[src/rtl/acumulador_mac_pkg.sv]
// acumulador_mac_pkg: shared FSM encoding and width/range helpers for the FIR MAC accumulator
package acumulador_mac_pkg;
  typedef enum logic {IDLE, ACCUM} state_t;
  function automatic int w_acc(int cant_bits, int guard);
    return 2 * cant_bits - 1 + guard;
  endfunction
  function automatic longint sat_max(int cant_bits);
    return (longint'(1) <<< (2 * cant_bits - 2)) - 1;
  endfunction
  function automatic longint sat_min(int cant_bits);
    return -(longint'(1) <<< (2 * cant_bits - 2));
  endfunction
endpackage

[src/rtl/acumulador_mac_sat_trunc.sv]
// acumulador_mac_sat_trunc: narrows a wide signed sum by clamping or truncation, flagging out-of-range
module acumulador_mac_sat_trunc #(
  parameter int W_IN = 52,
  parameter int W_OUT = 49,
  parameter bit SAT_EN = 1'b1
) (
  input  logic [W_IN-1:0]  sum_i,
  output logic [W_OUT-1:0] res_o,
  output logic             ovf_o
);
  // in range exactly when every bit above the output sign bit copies it
  assign ovf_o = !(&sum_i[W_IN-1:W_OUT-1] || ~|sum_i[W_IN-1:W_OUT-1]);
  assign res_o = (SAT_EN && ovf_o) ? (sum_i[W_IN-1] ? {1'b1, {(W_OUT-1){1'b0}}} : {1'b0, {(W_OUT-1){1'b1}}})
                                   : sum_i[W_OUT-1:0];
endmodule

[src/rtl/acumulador_mac.sv]
// acumulador_mac: sums N_TAPS signed products per frame in a guarded accumulator and emits the narrowed result
module acumulador_mac
  import acumulador_mac_pkg::*;
#(
  parameter int cant_bits = 25,
  parameter int N_TAPS = 5,
  parameter int ACC_GUARD = 3,
  parameter bit SAT_EN = 1'b1
) (
  input  logic                   clk_i,
  input  logic                   rst_ni,
  input  logic                   start_i,
  input  logic                   in_valid_i,
  input  logic [2*cant_bits-2:0] in_i,
  output logic [2*cant_bits-2:0] out_o,
  output logic                   out_valid_o,
  output logic                   ovf_o,
  output logic                   busy_o
);
  localparam int W = 2 * cant_bits - 1;
  localparam int W_ACC = w_acc(cant_bits, ACC_GUARD);
  localparam int CW = $clog2(N_TAPS + 1);
  if (N_TAPS < 1 || N_TAPS > 2 ** ACC_GUARD) begin : g_bad_taps
    $error("N_TAPS must lie in 1..2**ACC_GUARD so the accumulator cannot wrap");
  end
  state_t state_q, state_d;
  logic signed [W_ACC-1:0] acc_q, acc_d, in_ext, sum;
  logic [CW-1:0] cnt_q, cnt_d, cnt_inc;
  logic [W-1:0] out_q, out_d, sat_out;
  logic out_valid_q, out_valid_d, ovf_q, ovf_d, sat_ovf, accept, done;
  // start restarts from an empty sum in either state, so the same product can be the first term
  always_comb begin
    in_ext = W_ACC'($signed(in_i));
    accept = in_valid_i && (start_i || state_q == ACCUM);
    sum = (start_i ? '0 : acc_q) + in_ext;
    cnt_inc = (start_i ? '0 : cnt_q) + CW'(1);
    done = accept && cnt_inc == CW'(N_TAPS);
    state_d = done ? IDLE : (start_i ? ACCUM : state_q);
    acc_d = done ? '0 : (accept ? sum : (start_i ? '0 : acc_q));
    cnt_d = done ? '0 : (accept ? cnt_inc : (start_i ? '0 : cnt_q));
    out_d = done ? sat_out : out_q;
    out_valid_d = done;
    ovf_d = done && sat_ovf;
  end
  acumulador_mac_sat_trunc #(
    .W_IN  (W_ACC),
    .W_OUT (W),
    .SAT_EN(SAT_EN)
  ) u_sat (
    .sum_i(sum),
    .res_o(sat_out),
    .ovf_o(sat_ovf)
  );
  always_ff @(posedge clk_i or negedge rst_ni) begin
    if (!rst_ni) begin
      state_q <= IDLE;
      acc_q <= '0;
      cnt_q <= '0;
      out_q <= '0;
      out_valid_q <= 1'b0;
      ovf_q <= 1'b0;
    end else begin
      state_q <= state_d;
      acc_q <= acc_d;
      cnt_q <= cnt_d;
      out_q <= out_d;
      out_valid_q <= out_valid_d;
      ovf_q <= ovf_d;
    end
  end
  assign out_o = out_q;
  assign out_valid_o = out_valid_q;
  assign ovf_o = ovf_q;
  assign busy_o = state_q == ACCUM;
endmodule

[config.mk]
export PLATFORM = sky130hd
export DESIGN_NAME = acumulador_mac
export DESIGN_NICKNAME = d
export VERILOG_FILES = /design/src/rtl/acumulador_mac_pkg.sv /design/src/rtl/acumulador_mac_sat_trunc.sv /design/src/rtl/acumulador_mac.sv
export SDC_FILE = /design/constraint.sdc
export NUM_CORES = 1
export LEC_CHECK = 0
export ABC_CLOCK_PERIOD_IN_PS = 7600
export CAP_MARGIN = 20
export CORE_MARGIN = 4
export CORE_UTILIZATION = 62
export DETAILED_ROUTE_END_ITERATION = 12
export HOLD_SLACK_MARGIN = 0.06
export PLACE_DENSITY = 0.87
export SLEW_MARGIN = 20
export SYNTH_ARGS = -nofsm -noshare
export SYNTH_HDL_FRONTEND = slang
export SYNTH_SLANG_ARGS = --single-unit
[constraint.sdc]
create_clock -name clk_i -period 7.6 [get_ports clk_i]
set_input_delay 1.52 -clock clk_i [delete_from_list [all_inputs] [get_ports clk_i]]
set_output_delay 1.52 -clock clk_i [all_outputs]
set_load 0.02 [all_outputs]
Word level (Yosys, flattened, before mapping)
Index checks and enable logic that the tools add are counted.
W data, S select, Z words.
{"block": "word_totals", "word_cells": 29, "ff_bits": 107, "inputBits": 53, "out_inout_bits": 52}
{"block": "classes", "muxes": 10, "n_reduce_logical": 10, "add_sub_neg": 2, "eq_ne": 1}
{"cell": "$mux W52", "n": 3}
{"cell": "$mux W49", "n": 2}
{"cell": "$add A52 B52 Y52", "n": 1}
{"cell": "$mux W3", "n": 3}
{"cell": "$reduce_and A4 Y1", "n": 1}
{"cell": "$reduce_or A4 Y1", "n": 1}
{"cell": "$add A3 B1 Y3 const B", "n": 1}
{"cell": "$eq A3 B3 Y1 const B", "n": 1}
{"cell": "$logic_and A1 B1 Y1", "n": 3}
{"cell": "$logic_not A1 Y1", "n": 2}
{"cell": "$logic_or A1 B1 Y1", "n": 2}
{"cell": "$mux W1", "n": 2}
{"cell": "$reduce_bool A2 Y1", "n": 1}

Logic depth before layout (Yosys ltp)
{"block": "depth", "depth_word": 7, "depth_mapped": 23}

Modules after synthesis
Synthesis repeated with hierarchy kept, for this count alone.
{"block": "hier_totals", "cells_unflattened": 1157, "hier_area_um2": 9041.2}
{"module": "acumulador_mac", "n_inst": 1, "cells_per_inst": 975, "area_each_um2": 7900.1}
{"module": "acumulador_mac_sat_trunc", "n_inst": 1, "cells_per_inst": 182, "area_each_um2": 1141.1}

Worst setup path before layout
No wires, ideal clock.
{"block": "synth_timing", "path_kind": "input port to flip-flop", "start": "input port start_i", "end": "register out_q[19] (netlist: out_o[19])", "t_required_ns": 7.471, "setup_ns": 0.129, "slack_ns": 1.568, "path_buffers": 9, "stages": 21, "arrival_time_ns": 5.903, "path_cell_list": "buf_2 > buf_2 > buf_6 > buf_2 > buf_1 > buf_1 > clkbuf_1 > nor2b_1 > ha_1 > nand2_1 > or4b_1 > o22a_1 > a2111oi_4 > nor3_2 > o311ai_2 > xnor2_1 > and2_1 > a31o_1 > buf_2 > buf_6 > o22ai_1"}
{"block": "synth_between", "elab_chain_cells": 6}
{"element": "start, declared", "line": "acumulador_mac.sv:12", "source": "input logic start_i,"}
{"element": "$mux W52"}
{"element": "$add A52 B52 Y52", "line": "acumulador_mac.sv:35", "source": "sum = (start_i ? '0 : acc_q) + in_ext;"}
{"element": "$reduce_or A4 Y1", "line": "acumulador_mac_sat_trunc.sv:12", "source": "assign ovf_o = !(&sum_i[W_IN-1:W_OUT-1] || ~|sum_i[W_IN-1:W_OUT-1]);"}
{"element": "$logic_not A1 Y1", "line": "acumulador_mac_sat_trunc.sv:12"}
{"element": "$logic_or A1 B1 Y1", "line": "acumulador_mac_sat_trunc.sv:12"}
{"element": "$mux W49", "line": "acumulador_mac_sat_trunc.sv:13", "source": "assign res_o = (SAT_EN && ovf_o) ? (sum_i[W_IN-1] ? {1'b1, {(W_OUT-1){1'b0}}} : {1'b0, {(W_OUT-1){1'b1}}})"}
{"element": "end signal, assigned", "line": "acumulador_mac.sv:66", "source": "out_q <= out_d;"}
{"element": "end, declared", "line": "acumulador_mac.sv:29", "source": "logic [W-1:0] out_q, out_d, sat_out;"}
Parallel ways exist; a longest one is shown, timed or not.
A chain may end at the register's enable or synchronous reset.

Final worst setup path
{"block": "layout_timing", "start": "input port start_i", "end": "register out_q[37] (netlist: out_o[37])"}
Same word-level chain as after synthesis.

==> metrics.txt <==
status finished clean; Leak 0.004211 µW; postcts setup bufs 0; Hold Crit Depth 1; routability cong. 0.9447; Area after DPL 0.009887 mm²; end of the worst register-to-register path out_o[37]$_DFFE_PN0P_; Hold Path Class flip-flop to flip-flop; vias in the first global route 8109; drt drc 0; First-pass DRT Iterations 6; period utilization 0.8450; critical path required time 7.84 ns; HPWL after detailed placement 17960 µm; CP most frequent cell nor3_1; antenna-violating nets left 0; Seq/Total Area, Yosys 0.3012; clock slew seen by the registers of the worst setup and hold paths 0.08 ns; first-pass GRT wire length 41260 µm; GRT overflow 0; flip-flop and latch area 0.002678 mm²; CP endpoint kind flip-flop; die span in x 127.7 µm; # rows 43; R2R setup slack 2.79 ns; setup violators final 0; H-tree Lvls 3; hold path start out_o[48]$_DFFE_PN0P_; Primary FF master, synth dfrtp_1; critical path data arrival time 6.66 ns; final WL 25050 µm; drt via density 6.414; critical path, cell by cell buf_2 -> inv_2 -> nand2_1 -> inv_1 -> ha_1 -> a21o_1 -> maj3_1 -> nand4_1 -> o21a_1 -> nor3_1 -> o21ai_0 -> and4_1 -> nor3_1 -> nor4_1 -> a31oi_4 -> buf_4 -> o22ai_1; final hold vios 0; utilization after layout 0.7304; CTS tree built; layout filler cell count 1061; Peak VDD IR 0.1776 mV; Final Max Tran Viols 0; Mapped Area 0.008889 mm²; Initial Util 0.6379; crit-path max FO 45; Max-Slew Margin vs Limit 0.3096; Unique masters post-synth 81; I/O pin count 105; Core Region 0.01393 mm²; area of the multi-input gates 0.005769 mm²; Area Overhead vs Synth 14.50%; die height 127.7 µm; Top delay family on crit path simple AND/OR/NAND/NOR gates; Syn Area/Cell 8.008 µm²; net count after synthesis 1200; total die area 0.01632 mm²; nets 1244; layout cell share with drive strength beyond 1 0.07593; TritonCTS Buffers 9; RSZ-0062 raised after global routing no; largest net degree at the start of global routing 77; min Tclk post-route 6.422 ns; crit start category input pin; share of flip-flops with an asynchronous set or reset 1.000; worst slew pin tran 1.032 ns; post-route cell area 0.01018 mm²; drt first-iter violations 1079; Root Driver clkbuf_16; clock latency on the worst-skew pair 0.36 ns; via count 8589; Max Fclk 155.7 MHz; worst reg2reg path depth 16; Num Clock Sinks 107; antenna violations before repair 0; #FFs+latches synth 107; reg-to-reg startpoint acc_q[0]$_DFF_PN0_; Clock Skew 0.008776 ns; Worst Hold End out_o[48]$_DFFE_PN0P_; Diodes inserted 0; total track usage 0.3094; CTS resizes 0; CTS Buffer Depth 2; Setup Total Neg Slack 0 ns; Post-Synthesis Cells 1110; number of max-cap violations 0; YS warnings 0; EDFF count, synth 0; Power Density 284.8 mW/mm²; CP Class input pin to flip-flop; wire length per cell 18.71 µm; slowest library cell on the worst path a31oi_4; IO buf count 104; CTS Hold Bufs 0; WP buf/inv 4; Worst path max stage delay 0.79 ns
[registers in the layout (all words and copies together), names as in the netlist]
signal       cells
acc_q           52
busy_o           1
cnt_q            3
out_o           49
out_valid_o      1
ovf_o            1
[how the worst max path moves through the flow]
stage | startpoint | endpoint | slack (ns) | cells after the start
finish | start_i | out_o[37]$_DFFE_PN0P_ | 1.18 | 17
global route | start_i | out_o[41]$_DFFE_PN0P_ | 0.74 | 17
CTS | start_i | out_o[41]$_DFFE_PN0P_ | 1.32 | 17
detailed placement | start_i | out_o[42]$_DFFE_PN0P_ | 0.94 | 17
global placement | start_i | out_o[34]$_DFFE_PN0P_ | 1.11 | 17
floorplan | start_i | out_o[19]$_DFFE_PN0P_ | 1.57 | 21
[power by group]
part           leakage, µW  total, µW  switching, µW  internal [µW]
logic              0.00279       1510            810            702
clock network     0.000135        466            238            228
registers          0.00128        921            155            766
total              0.00421       2900           1200           1700
[layout by cell type (no fill, tap or decap), drive strengths merged, types with 6 or more instances in the layout]
| cell type | n |
|---|---|
| a21oi | 53 |
| and2 | 13 |
| o221ai | 7 |
| xnor2 | 52 |
| nand2 | 93 |
| ha | 36 |
| a22o | 7 |
| nand3 | 19 |
| nor2 | 97 |
| a31oi | 17 |
| nor4bb | 8 |
| xor2 | 27 |
| nand2b | 10 |
| clkdlybuf4s50 | 102 |
| a21o | 32 |
| and3 | 7 |
| inv | 31 |
| o22ai | 59 |
| o21a | 10 |
| nor3 | 20 |
| nand4 | 10 |
| maj3 | 6 |
| or3 | 8 |
| o211ai | 20 |
| o21ai | 96 |
| nor2b | 56 |
| buf | 12 |
| or2 | 40 |
| clkbuf | 9 |
| dfrtp | 107 |
[metal layers]
| layer | routed length, µm | vias up | GRT usage |
|---|---|---|---|
| li1 | - | 4082 | - |
| met1 | 11040 | 4055 | 0.4414 |
| met2 | 11240 | 390 | 0.4781 |
| met3 | 1998 | 62 | 0.05083 |
| met4 | 764 | 0 | 0.1092 |
| met5 | 0 | - | 0 |
[layout make-up]
class | instances | share of cell area
Inverter | 29 | 0.01070
Clock buffer | 9 | 0.02213
Clock inverter | 7 | 0.006147
Tap cell | 180 | 0.02213
Timing Repair Buffer | 114 | 0.1089
Multi-Input combinational cell | 893 | 0.5669
Sequential cell | 107 | 0.2631
[Yosys cell counts, types with 4 or more instances]
| cell type | count | share of area |
|---|---|---|
| a21o_1 | 32 | 0.027 |
| a21oi_1 | 53 | 0.030 |
| a22o_1 | 7 | 0.0069 |
| a31oi_1 | 17 | 0.012 |
| and2_1 | 12 | 0.0084 |
| and3_1 | 7 | 0.0049 |
| and4_1 | 5 | 0.0049 |
| buf_1 | 6 | 0.0025 |
| buf_2 | 14 | 0.0079 |
| buf_4 | 4 | 0.0034 |
| clkbuf_1 | 52 | 0.022 |
| dfrtp_1 | 107 | 0.30 |
| ha_1 | 36 | 0.051 |
| inv_1 | 28 | 0.012 |
| maj3_1 | 6 | 0.0068 |
| nand2_1 | 93 | 0.039 |
| nand2b_1 | 10 | 0.0070 |
| nand3_1 | 19 | 0.011 |
| nand4_1 | 10 | 0.0070 |
| nor2_1 | 97 | 0.041 |
| nor2b_1 | 56 | 0.039 |
| nor3_1 | 19 | 0.011 |
| nor3b_1 | 4 | 0.0034 |
| nor4_1 | 5 | 0.0035 |
| nor4bb_1 | 8 | 0.0090 |
| o211a_1 | 4 | 0.0045 |
| o211ai_1 | 20 | 0.017 |
| o21a_1 | 10 | 0.0084 |
| o21ai_0 | 93 | 0.052 |
| o221ai_1 | 7 | 0.0069 |
| o22ai_1 | 58 | 0.041 |
| o31a_1 | 4 | 0.0039 |
| o31ai_1 | 5 | 0.0042 |
| or2_2 | 40 | 0.028 |
| or3_1 | 8 | 0.0056 |
| or3b_1 | 4 | 0.0039 |
| xnor2_1 | 52 | 0.051 |
| xor2_1 | 26 | 0.026 |
[kinds of logic (layout without fill, tap and decap cells)]
| logic type | count (synthesis) | in the layout | synth area share |
|---|---|---|---|
| muxes | 2 | 2 | 0.002393 |
| and+or+nand+nor | 414 | 414 | 0.2447 |
| buffers and inverters | 110 | 159 | 0.05293 |
| AOI/OAI and AO/OA | 355 | 355 | 0.2604 |
| adders and majority gates | 43 | 43 | 0.05968 |
| xor gates and xnor gates | 79 | 79 | 0.07869 |
| DFF | 107 | 107 | 0.3012 |
[per-stage QoR]
step / hold WS, ns / setup slack, ns / instances / power [µW]
finish: 0.5585 / 1.178 / 1339 / 2899
global placement: 0.5325 / 1.108 / 1323 / 2374
CTS: 0.5547 / 1.320 / 1339 / 2887
detailed placement: 0.5241 / 0.9411 / 1323 / 2415
floorplan: 0.5410 / 1.568 / 1110 / 1900
global route: 0.5708 / 0.7434 / 1339 / 3085
(Power assumes the default switching activity.)
